--- config.mk ---
export PLATFORM = sky130hd
export DESIGN_NAME = repeat_int_sched
export DESIGN_NICKNAME = d
export VERILOG_FILES = /design/src/rtl/repeat_int_sched.sv
export SDC_FILE = /design/constraint.sdc
export NUM_CORES = 1
export LEC_CHECK = 0
export CORE_UTILIZATION = 44
export DETAILED_ROUTE_END_ITERATION = 16
export HOLD_SLACK_MARGIN = 0.1
export PLACE_DENSITY = 0.85
export SETUP_SLACK_MARGIN = 0.2
export SLEW_MARGIN = 20
export SYNTH_ARGS = -nofsm -noshare
export SYNTH_HDL_FRONTEND = slang
export SYNTH_SLANG_ARGS = --single-unit
--- constraint.sdc ---
create_clock -name clk -period 2.9 [get_ports clk]
set_input_delay 0.29 -clock clk [delete_from_list [all_inputs] [get_ports clk]]
set_output_delay 0.29 -clock clk [all_outputs]
set_load 0.01 [all_outputs]
--- src/rtl/repeat_int_sched.sv ---
// rtl/repeat_int_sched.sv - two-requester round-robin scheduler for a shared repeat-int stream generator.
// Define REPEAT_SCHED_FIXED_PRIO_EN to make requester 0 always win simultaneous requests.
module repeat_int_sched #(
  parameter int N = 8,
  parameter int C = 8
) (
  input  logic         clk,
  input  logic         rst,
  input  logic         r0_valid,
  output logic         r0_ready,
  input  logic [N-1:0] r0_data,
  input  logic [C-1:0] r0_count,
  input  logic         r1_valid,
  output logic         r1_ready,
  input  logic [N-1:0] r1_data,
  input  logic [C-1:0] r1_count,
  output logic         gen_valid,
  input  logic         gen_ready,
  output logic [N-1:0] gen_data,
  input  logic [N-1:0] gen_s,
  input  logic         gen_s_valid,
  output logic         gen_s_ready,
  output logic         out_valid,
  input  logic         out_ready,
  output logic [N-1:0] out_data,
  output logic         out_id,
  output logic         out_last
);

  typedef enum logic [1:0] {IDLE, LOAD, RUN} state_t;

  state_t         state_q, state_d;
  logic           prio_q, prio_d;
  logic           owner_q, owner_d;
  logic [C-1:0]   rem_q, rem_d;
  logic [N-1:0]   value_q, value_d;
  logic           sel;
  logic [C-1:0]   sel_count;

  always_ff @(posedge clk or posedge rst) begin
    if (rst) begin
      state_q <= IDLE;
      prio_q  <= 1'b0;
      owner_q <= 1'b0;
      rem_q   <= '0;
      value_q <= '0;
    end else begin
      state_q <= state_d;
      prio_q  <= prio_d;
      owner_q <= owner_d;
      rem_q   <= rem_d;
      value_q <= value_d;
    end
  end

  always_comb begin
    state_d     = state_q;
    prio_d      = prio_q;
    owner_d     = owner_q;
    rem_d       = rem_q;
    value_d     = value_q;
    sel         = 1'b0;
    sel_count   = '0;
    r0_ready    = 1'b0;
    r1_ready    = 1'b0;
    gen_valid   = 1'b0;
    gen_data    = '0;
    gen_s_ready = 1'b0;
    out_valid   = 1'b0;
    out_data    = '0;
    out_id      = 1'b0;
    out_last    = 1'b0;

    unique case (state_q)
      IDLE: begin
`ifdef REPEAT_SCHED_FIXED_PRIO_EN
        sel = !r0_valid;
`else
        sel = (r0_valid && r1_valid) ? prio_q : r1_valid;
`endif
        sel_count = sel ? r1_count : r0_count;
        // Grant is combinational, so it must be masked while reset is held.
        if (!rst && (r0_valid || r1_valid)) begin
          r0_ready = !sel;
          r1_ready = sel;
          value_d  = sel ? r1_data : r0_data;
          owner_d  = sel;
          if (sel_count == '0) begin
            prio_d = !sel;
          end else begin
            rem_d   = sel_count;
            state_d = LOAD;
          end
        end
      end
      LOAD: begin
        gen_valid = 1'b1;
        gen_data  = value_q;
        if (gen_ready) state_d = RUN;
      end
      RUN: begin
        out_valid   = gen_s_valid;
        gen_s_ready = out_ready;
        out_data    = gen_s;
        out_id      = owner_q;
        out_last    = (rem_q == C'(1));
        if (gen_s_valid && out_ready) begin
          rem_d = rem_q - C'(1);
          if (rem_q == C'(1)) begin
            state_d = IDLE;
            prio_d  = !owner_q;
          end
        end
      end
      default: state_d = IDLE;
    endcase
  end

endmodule

# Word-level counts from Yosys, hierarchy flattened

Index checks and enable logic that the tools add are counted.
W data, S select, Z words.

Register bits after elaboration: 20
Input bits: 47
Output and inout port bits: 23
Logic and storage cells: 58

$add $sub $neg: 1
Equality and inequality tests: 9
Multiplexer cells: 29
Reductions and logical operators: 14

Operator list:

| kind                  | count |
|---|---|
| $mux W8               | 7 |
| $pmux W8 S2           | 1 |
| $mux W1               | 14 |
| $ne A2 B2 Y1 const B  | 6 |
| $mux W2               | 5 |
| $reduce_and A5 Y1     | 2 |
| $eq A8 B1 Y1 const B  | 1 |
| $logic_not A8 Y1      | 1 |
| $sub A8 B1 Y8 const B | 1 |
| $pmux W2 S3           | 1 |
| $reduce_and A4 Y1     | 1 |
| $logic_and A1 B1 Y1   | 3 |
| $logic_not A1 Y1      | 3 |
| $eq A2 B1 Y1 const B  | 1 |
| $eq A2 B2 Y1 const B  | 1 |
| $logic_not A2 Y1      | 1 |
| $pmux W1 S2           | 1 |
| $reduce_and A2 Y1     | 1 |
| $reduce_bool A2 Y1    | 1 |
| $logic_or A1 B1 Y1    | 1 |

# Logic depth before layout (Yosys ltp)

Gate-level depths: netlist of run 1.

Depth in word-level cells: 7
Gate-level depth with buffers: 7
Mapped depth without buffers: 6

# Worst setup path after synthesis of run 1

Ideal clock, no wire load.

Path kind: input to output
From: input port rst
To: output port r0_ready
Arrival: 1.584 ns
Setup slack: 1.026 ns
Stages: 4
Path buffers: 1
Path through: inv_1 o211ai_1 clkbuf_1 a21oi_1

Longest elaborated chain between the ends: 4

RTL lines:

| element             | line | RTL |
|---|---|---|
| start, declared     | 8    | `input logic rst,` |
| $logic_not A1 Y1    | 83   | `if (!rst && (r0_valid \|\| r1_valid)) begin` |
| $logic_and A1 B1 Y1 | 83   |  |
| $mux W1             | 83   |  |
| $mux W1             | 74   | `unique case (state_q)` |
| end, declared       | 10   | `output logic r0_ready,` |

No other way between the ends.

# Worst setup path in the final report of run 1

From: register state_q[0]
To: output port gen_data[5]

Longest elaborated chain between the ends: 2

RTL lines:

| element                | line | RTL |
|---|---|---|
| start, declared        | 32   | `state_t state_q, state_d;` |
| start signal, assigned | 48   | `state_q <= state_d;` |
| $eq A2 B1 Y1           | 74   |  |
| $mux W8                | 74   |  |
| end, declared          | 19   | `output logic [N-1:0] gen_data,` |

No other way between the ends.

==> out/qor.yml, run 1 <==
die:
  start_util_pct: 47.2
  io_pins: 70
  die-area_um2: 3590
  fp.dieH_um: 59.9
  fp.dieW_um: 59.9
  core_area_um2: 3130
  rows: 20
sta:
  timing.fmax_ghz: 0.419
  skew_ns: 0.00241
  maxSlewHeadroom_pct: 55.5
  min_period_over_period_pct: 82.3
  rsz0062_at_grt: "false"
  worstMarginPinSlew_ns: 0.665
  slew_violations: 0
  setup_viol: 0
  tns_ns: 0
  post-route-min-period_ns: 2.39
  final_hold_viol_count: 0
worst_setup_path:
  r2r_end: "rem_q[6]"
  worst_r2r_path_depth: 5
  cp_top_family: "simple AND/OR/NAND/NOR gates"
  cp-start-kind: "flip-flop"
  regToRegStartpoint: "prio_q"
  worstPathArrival_ns: 2.10
  critical_path_buf_inv_count: 1
  crit_chain: "nor2b_1 > and2_1 > clkdlybuf4s50_1"
  worst_setup_path_end_kind: "primary output"
  max_stage_delay_ns: 0.58
  crit_fanout: 11
  path_class: "reg2out"
  cp_data_required_time_ns: 2.61
  crit_path_top_delay_cell: "nor2b_1"
  reg2reg_slack_ns: 1.00
logic_synthesis:
  syn-instance-count: 162
  synth_edf_count: 0
  ys_ff_latch: 20
  synthesis.nets: 211
  ys_types: 44
  ys_warn_count: 0
  syn_avg_cell_area_um2: 9.11
  synthArstFlopShare_pct: 100
  synth_xor_area_share_pct: 0
  syn_area_um2: 1480
  synth.mux.area_fraction_pct: 12.8
  synthFlopType: "dfrtp_1"
  synth_top_family_by_area: "simple AND/OR/NAND/NOR gates"
  synthAdderAreaFrac_pct: 1.70
  ys_seq_area_share_pct: 33.9
  synthSimpleGateAreaFrac_pct: 26.5
  synth_compound_area_share_pct: 19.2
cts:
  clockRootBuffer: "clkbuf_4"
  cts.htree.levels: 1
  clk_pin_slew_ns: 0.11
  cts_buffers: 3
  clk_path_buf_depth: 2
  cts.sinks: 20
  holdBufCountCts: 0
  insertion_delay_ns: 0.31
  cts_tree: "yes"
  post-cts-setup-buffer-count: 0
  cts_resized: 0
final_layout:
  multi_input_area_um2: 888
  diodes: 0
  fillCellCount: 247
  nNetsFinal: 280
  layout-area-overhead-vs-synth_pct: 50.0
  instances_no_fill: 274
  drive_above_1_share_pct: 8.70
  seq_area_um2: 500
drt:
  drc: 0
  dr_total_vias: 1494
  ant_nets: 0
  drt_iter0_drc: 60
  avgViaCountPerCell: 5.45
  routedWlPerCell_um: 14.9
  wl_um: 4080
  dr.pass1.iters: 4
power_and_ir_drop:
  switching_power_mw: 0.575
  p_leak_nw: 0.940
  total_power_mw: 1.49
  power_density_nw_per_um2: 674
  p_int_mw: 0.915
  irDropWorstVdd_uv: 458
  p_clk_share_pct: 11.0
  p_seq_share_pct: 34.1
  swShare_pct: 38.6
  p_comb_share_pct: 54.8
worst_hold_path:
  hp-class: "in2async"
global_route:
  grt_max_degree: 26
  grt_pass1_wl_um: 6520
  grt_overflow: 0
  antenna_found_initial: 0
  grt_usage_pct: 24.5
  grt_pass1_vias: 1457
run_status:
  status: "complete, no violations"
placed_design:
  place_congestion: 0.867
  io_buffer_count: 69
  hpwlAfterDp_um: 3250
  placed_cells: 270
flow_run:
  maxCapViolCount: 0
## metal layers
layer | GRT usage, % | part of all wire (%)
met3 | 4.76 | 5.6
met4 | 8.64 | 1.2
met1 | 30.7 | 45
met5 | 0 | 0
met2 | 41.7 | 48
## power groups by stage
stage	Combinational, mW	Clock, mW	Sequential, mW
floorplan	0.544	0	0.485
global placement	0.793	0	0.502
detailed placement	0.817	0	0.514
CTS	0.820	0.169	0.507
global route	0.897	0.181	0.523
finish	0.817	0.165	0.509
## worst max path at each step
stage | startpoint | to | slack (ns) | depth (start not counted)
final | state_q[0] | gen_data[5] | 0.51 | 3
after detailed placement | r1_valid | r1_ready | 0.65 | 4
after floorplan | rst | r0_ready | 1.03 | 4
after global placement | r1_valid | r1_ready | 0.70 | 4
after CTS | state_q[0] | gen_data[6] | 0.49 | 3
after global routing | state_q[0] | gen_data[4] | 0.39 | 3
## cell usage after synthesis, drive strengths merged, types with 2 or more instances
cell,number,area [um2]
nor2,7,26.3
and3,2,12.5
and2,21,134
dfrtp,20,500
o32a,3,30.0
nand3,3,15.0
clkbuf,6,52.6
mux2i,14,140
nand2b,2,15.0
a21oi,13,65.1
o22a,2,18.8
ha,2,25.0
inv,5,18.8
mux2,4,48.8
buf,2,15.0
a21o,2,16.3
nor4,5,52.6
nor2b,3,26.3
a2bb2oi,2,17.5
o21ai,12,60.1
nand2,19,78.8
## sequential cells by signal, indices dropped and copies added (netlist names)
signal / count
owner_q: 1
value_q: 8
prio_q: 1
rem_q: 8
state_q: 2
## cells in the final DEF (no fill, tap or decap), types with 3 or more instances in the layout
cell | netlist | layout
a21oi_1 | 13 | 13
and2_1 | 20 | 20
buf_4 | 2 | 3
clkbuf_4 | 0 | 3
clkdlybuf4s50_1 | 0 | 69
dfrtp_1 | 20 | 20
inv_1 | 5 | 5
mux2_2 | 3 | 3
mux2i_1 | 14 | 14
nand2_1 | 18 | 18
nand3_1 | 3 | 3
nor2_1 | 7 | 7
nor4_1 | 3 | 3
o21ai_0 | 12 | 12
o32a_1 | 3 | 3
## per-stage QoR
stage          area, um2  setup WS, ns  hold slack [ns]  util (%)
2_1_floorplan       1480          1.03            0.271         -
3_3_place_gp        2180         0.704            0.456      69.6
3_5_place_dp        2180         0.653            0.458      69.6
4_1_cts             2210         0.491            0.147      70.7
5_1_grt             2210         0.389            0.167      70.7
6_report            2210         0.514            0.150      70.7
## final cells by class
type / count / share of cell area [%]
multi-input combinational: 129 / 40.2
timing repair buffer: 72 / 32.2
sequential: 20 / 22.6
tap: 44 / 2.49
clock buffer: 4 / 1.64
inverter: 5 / 0.848
## cells by family (layout without fill, tap and decap cells)
logic type / Yosys count / in the layout
adder cells (fa/ha/maj): 2 / 2
buffers and inverters: 13 / 81
AO/OA/AOI/OAI: 43 / 43
flip-flops: 20 / 20
AND/OR/NAND/NOR: 66 / 66
multiplexers: 18 / 18
(Power assumes the default switching activity.)
==> run 2, diff against run 1 <==
- CORE_UTILIZATION: 44 -> 37
- PLACE_DENSITY: 0.85 -> 0.77
- clock period: 2.9 -> 1.95 ns (I/O delays scaled with it)
==> run 2 against run 1 <==
Effect of this change: combinational power up 75%; final cell count up 8.8%; via count rose by 7.8%; die area rose by 18%; count of clock-buffer cells in the layout fell by 1; flip-flop and latch count did not move; non-clock buffer count up 20; global-route usage fell by 4.1 points; largest power group unchanged; largest cell class unchanged; hold slack worse by 0.041 ns; setup slack got worse by 0.31 ns; critical path depth up 5.
==> out/qor.yml, run 2 (synthesis gave the netlist of run 1 again) <==
drt:
  ant_nets: 0  # unchanged
  drt_iter0_drc: 104  # +73%
  dr_total_vias: 1610  # +7.8%
  drc: 0  # unchanged
  routedWlPerCell_um: 14.5  # -2.7%
  avgViaCountPerCell: 5.40  # -0.91%
  dr.pass1.iters: 4  # unchanged
  wl_um: 4320  # +5.8%
die:
  core_area_um2: 3740  # +20%
  start_util_pct: 39.4  # -7.8 points
  fp.dieH_um: 65.1  # +8.7%
  fp.dieW_um: 65.1  # +8.7%
  io_pins: 70  # unchanged
  die-area_um2: 4240  # +18%
  rows: 22  # +10%
worst_setup_path:
  worst_r2r_path_depth: 8  # +3
  reg2reg_slack_ns: 0.20  # -0.80 ns
  r2r_end: "rem_q[3]"
  startpoint: "state_q[1]"
  regToRegStartpoint: "state_q[1]"
  cp-start-kind: "flip-flop"
  crit_fanout: 14  # +3
  worst_setup_path_end_kind: "flip-flop"
  path_class: "reg2reg"
  worstPathArrival_ns: 1.90  # -0.20 ns
  crit_end: "rem_q[3]"
  cp_data_required_time_ns: 2.10  # -0.51 ns
global_route:
  grt_usage_pct: 20.4  # -4.1 points
  use_met2_pct: 33.3  # -8.4 points
  grt_pass1_vias: 1462  # +0.34%
  antenna_found_initial: 0  # unchanged
  grt_overflow: 0  # unchanged
  use_met3_pct: 3.99  # -0.77 points
  grt_util_met1_pct: 27.1  # -3.6 points
  grt_pass1_wl_um: 6710  # +3.0%
  top_usage_layer: "met2"
  grt_max_degree: 20  # -23%
cts:
  holdBufCountCts: 0  # unchanged
  clk_pin_slew_ns: 0.08  # -0.03 ns
  clk_path_buf_depth: 2  # unchanged
  cts.sinks: 20  # unchanged
  cts.htree.levels: 1  # unchanged
  clockRootBuffer: "clkbuf_8"
  cts_buffers: 3  # unchanged
  insertion_delay_ns: 0.26  # -0.05 ns
  cts_tree: "yes"
sta:
  worstMarginPinSlew_ns: 0.459  # -0.206 ns
  rsz0062_at_grt: "true"
  timing.fmax_ghz: 0.572
  maxSlewHeadroom_pct: 69.1  # +14 points
  final_hold_viol_count: 0  # unchanged
  slew_violations: 0  # unchanged
  tns_ns: 0  # unchanged
  post-route-min-period_ns: 1.75
  setup_viol: 0  # unchanged
  skew_ns: 0.00296  # +0.000553 ns
  min_period_over_period_pct: 89.7
final_layout:
  diodes: 0  # unchanged
  layout-area-overhead-vs-synth_pct: 64.8
  design_area_um2: 2430  # +9.9%
  final_core_util_pct: 64.9  # -5.8 points
  instances_no_fill: 298  # +8.8%
  nNetsFinal: 300  # +7.1%
  final_cell_mix: "45 x clkdlybuf4s50_1, 20 x and2_1, 20 x dfrtp_1, 20 x buf_4, 18 x nand2_1"
  largestRegisters: "rem_q (8), value_q (8), state_q (2)"
  drive_above_1_share_pct: 19.2  # +11 points
  final_common_cell: "clkdlybuf4s50_1"
run_status:
  status: "complete, no violations"
placed_design:
  place_congestion: 0.884  # +2.1%
  placed_cells: 283  # +4.8%
  placed_area_um2: 2250  # +3.3%
  hpwlAfterDp_um: 3100  # -4.5%
  io_buffer_count: 69  # unchanged
power_and_ir_drop:
  p_leak_nw: 1.15  # +22%
  power_density_nw_per_um2: 1060  # +58%
  irDropWorstVdd_uv: 470  # +2.6%
flow_run:
  maxCapViolCount: 0  # unchanged
worst_hold_path:
  hp-class: "in2async"
## run 2: changes by cell type in the layout (fill, tap and decap cells not counted), moves of 2 or more
cell	before	now
clkbuf_2	0	2
buf_4	3	20
dlygate4sd2_1	0	10
clkdlybuf4s15_1	0	10
clkdlybuf4s50_1	69	45
clkbuf_8	1	3
dlymetal6s2s_1	0	2
clkbuf_4	3	0
## run 2: worst min-delay path by stage
stage | start | end | slack, ns | cells past startpoint
after floorplan | rst | owner_q | 0.18 | 1
after global placement | rst | prio_q | 0.39 | 2
after detailed placement | rst | prio_q | 0.39 | 2
after CTS | rst | prio_q | 0.10 | 2
after global routing | rst | prio_q | 0.12 | 2
final | rst | prio_q | 0.11 | 2
## run 2: what timing repair did
item | CTS | global route
buffers inserted | 5 | 5
pin swaps | 2 | 4
gates resized for setup | 26 | 22
cloned | 0 | 1
endpoints found under the setup margin | 23 | 22
## run 2: layout make-up
class | count | area (um2)
multi-input cells | 129 | 921
fillers | 314 | 1310
inverters | 5 | 18.8
clock inverters | 1 | 30.0
flip-flops and latches | 20 | 500
clock buffers | 3 | 41.3
repair buffers | 92 | 860
well taps | 48 | 60.1
## run 2: per-layer routing
layer	vias up	wire length, um
met5	-	0
li1	763	-
met1	769	1920
met2	72	2030
met3	6	322
met4	0	45
## run 2: where the power goes
group	total [mW]	leakage [nW]	switching [mW]	internal, mW
Sequential	0.749	0.240	0.140	0.609
Clock	0.414	0.0357	0.140	0.274
Combinational	1.43	0.870	0.656	0.769
Total	2.59	1.15	0.936	1.65
## run 2: worst max-delay path, stage by stage (launching register included)
cell and delay, ns:
dfrtp_1 0.43, buf_6 0.12, nor2b_4 0.16, buf_12 0.14
and3_4 0.21, o221ai_2 0.12, buf_4 0.18, buf_4 0.13
o32a_1 0.14
## run 2: per-stage QoR
step	setup slack, ns	hold slack (ns)	total power, mW
4_1_cts	0.210	0.105	2.49
5_1_grt	0.128	0.124	2.77
2_1_floorplan	0.266	0.176	1.53
3_5_place_dp	-0.0375	0.391	2.04
3_3_place_gp	0.00300	0.392	2.00
6_report	0.201	0.109	2.59
==> run 3, diff against run 2 <==
- SKIP_LAST_GASP: not set -> 1
==> run 3 against run 2 <==
Effect of this change: power up 0.85%; critical path type is now in2reg; sequential power about the same; clock skew up 0.0022 ns; final cell count up 0.34%.
==> out/qor.yml, run 3 (synthesis gave the netlist of run 1 again) <==
flow_run:
  maxCapViolCount: 0  # unchanged
worst_setup_path:
  r2r_end: "rem_q[3]"
  worstPathArrival_ns: 1.88  # -0.02 ns
  regToRegStartpoint: "state_q[0]"
  cp-start-kind: "primary input"
  worst_setup_path_end_kind: "flip-flop"
  crit_fanout: 6  # -8
  path_class: "in2reg"
  cp_data_required_time_ns: 2.10  # about the same
  reg2reg_slack_ns: 0.22  # +0.02 ns
  worst_r2r_path_depth: 8  # unchanged
global_route:
  grt_pass1_vias: 1463  # +0.068%
  antenna_found_initial: 0  # unchanged
  grt_overflow: 0  # unchanged
  grt_pass1_wl_um: 6730  # +0.21%
  grt_max_degree: 20  # unchanged
  grt_usage_pct: 20.4  # unchanged
run_status:
  status: "complete, no violations"
die:
  die-area_um2: 4240  # unchanged
  rows: 22  # unchanged
  fp.dieW_um: 65.1  # unchanged
  core_area_um2: 3740  # unchanged
  io_pins: 70  # unchanged
  fp.dieH_um: 65.1  # unchanged
  start_util_pct: 39.4  # unchanged
power_and_ir_drop:
  total_power_mw: 2.61  # +0.85%
  irDropWorstVdd_uv: 475  # +0.98%
  power_density_nw_per_um2: 1060  # -0.23%
  p_leak_nw: 1.18  # +3.0%
drt:
  avgViaCountPerCell: 5.34  # -1.1%
  ant_nets: 0  # unchanged
  drc: 0  # unchanged
  wl_um: 4420  # +2.4%
  dr_total_vias: 1598  # -0.75%
  dr.pass1.iters: 4  # unchanged
  drt_iter0_drc: 81  # -22%
  routedWlPerCell_um: 14.8  # +2.1%
placed_design:
  placed_area_um2: 2250  # unchanged
  place_congestion: 0.884  # unchanged
  hpwlAfterDp_um: 3100  # unchanged
  io_buffer_count: 69  # unchanged
  post-place-ws_ns: -0.0375  # unchanged
cts:
  clockRootBuffer: "clkbuf_8"
  cts_buffers: 3  # unchanged
  insertion_delay_ns: 0.26  # about the same
  clk_path_buf_depth: 2  # unchanged
  cts.sinks: 20  # unchanged
  cts_tree: "yes"
  cts.htree.levels: 1  # unchanged
  clk_pin_slew_ns: 0.08  # about the same
final_layout:
  largestRegisters: "rem_q (8), value_q (8), state_q (2)"
  drive_above_1_share_pct: 19.9  # +0.72 points
  layout-area-overhead-vs-synth_pct: 66.6
  diodes: 0  # unchanged
  final_cell_mix: "44 x clkdlybuf4s50_1, 20 x and2_1, 20 x dfrtp_1, 20 x buf_4, 18 x nand2_1"
  nNetsFinal: 301  # +0.33%
  design_area_um2: 2460  # +1.1%
  final_common_cell: "clkdlybuf4s50_1"
worst_hold_path:
  hp-class: "in2async"
sta:
  final_hold_viol_count: 0  # unchanged
  maxSlewHeadroom_pct: 69.6  # +0.50 points
  timing.fmax_ghz: 0.576  # +0.68%
  whs_ns: 0.120  # +0.0105 ns
  layout_setup_ws_ns: 0.213  # +0.0117 ns
  slew_violations: 0  # unchanged
  rsz0062_at_grt: "true"
  skew_ns: 0.00511  # +0.00215 ns
  min_period_over_period_pct: 89.1  # -0.60 points
  setup_viol: 0  # unchanged
  post-route-min-period_ns: 1.74  # -0.0117 ns
  worstMarginPinSlew_ns: 0.452  # -0.00746 ns
run 3: cell count changes in the layout (fill, tap and decap cells not counted):
cell / delta
buf_6: +1
o21ai_0: +1
nand2b_2: +1
clkdlybuf4s50_1: -1
o21ai_1: -1
nand2b_4: -1
o221ai_4: +1
nor4_1: -1
clkdlybuf4s15_1: -3
nor4_2: +1
dlymetal6s2s_1: +2
o221ai_2: -1
dlygate4sd2_1: +2
run 3: cell type report:
class	instances	area (um2)
inverter	5	18.8
fill	303	1290
multi-input combinational	129	933
sequential	20	500
clock inverter	1	30.0
timing repair buffer	93	873
tap	48	60.1
clock buffer	3	41.3
run 3: metrics by stage:
stage               utilization (%)  TNS [ns]  std cells
floorplan                         -         0        162
global placement               60.1         0        283
detailed placement             60.1    -0.111        283
CTS                            62.9   -0.0309        292
global route                   65.6         0        299
finish                         65.6         0        299
run 3: worst max-delay path by stage:
stage / startpoint / to / slack (ns) / depth (start not counted)
CTS: state_q[1] / r1_ready / -0.03 / 4
global placement: r1_count[2] / rem_q[4] / 0.003 / 6
finish: r1_count[6] / rem_q[6] / 0.21 / 6
floorplan: rst / r0_ready / 0.27 / 4
detailed placement: r1_count[2] / rem_q[4] / -0.04 / 6
global route: state_q[0] / rem_q[5] / 0.12 / 8
run 3: critical path: stages:
cell and delay (ns):
clkdlybuf4s50_1 0.44, nor4_2 0.28, nand2_1 0.14, mux2_4 0.30, and2_4 0.19, o32a_1 0.34
run 3: routing by layer:
metal  vias up  wire length [um]  global-route usage (%)
met5         -                 0                       0
met4         0                65                    6.25
met3         7               329                    3.99
met1       756              1990                    27.1
li1        762                 -                       -
met2        73              2040                    33.3
run 3: what timing repair did:
item / CTS / global route
buffers inserted: 5 / 6
setup endpoints to repair: 23 / 23
pin swaps: 2 / 5
hold endpoints to repair: 0 / 0
hold buffers: 0 / 0
gates resized for setup: 24 / 23
gates cloned: 0 / 1
run 3: report_power, final:
group / switching [mW] / leakage (nW) / total (mW) / internal [mW]
Sequential: 0.137 / 0.240 / 0.746 / 0.609
Clock: 0.149 / 0.0357 / 0.423 / 0.274
Combinational: 0.660 / 0.904 / 1.44 / 0.782
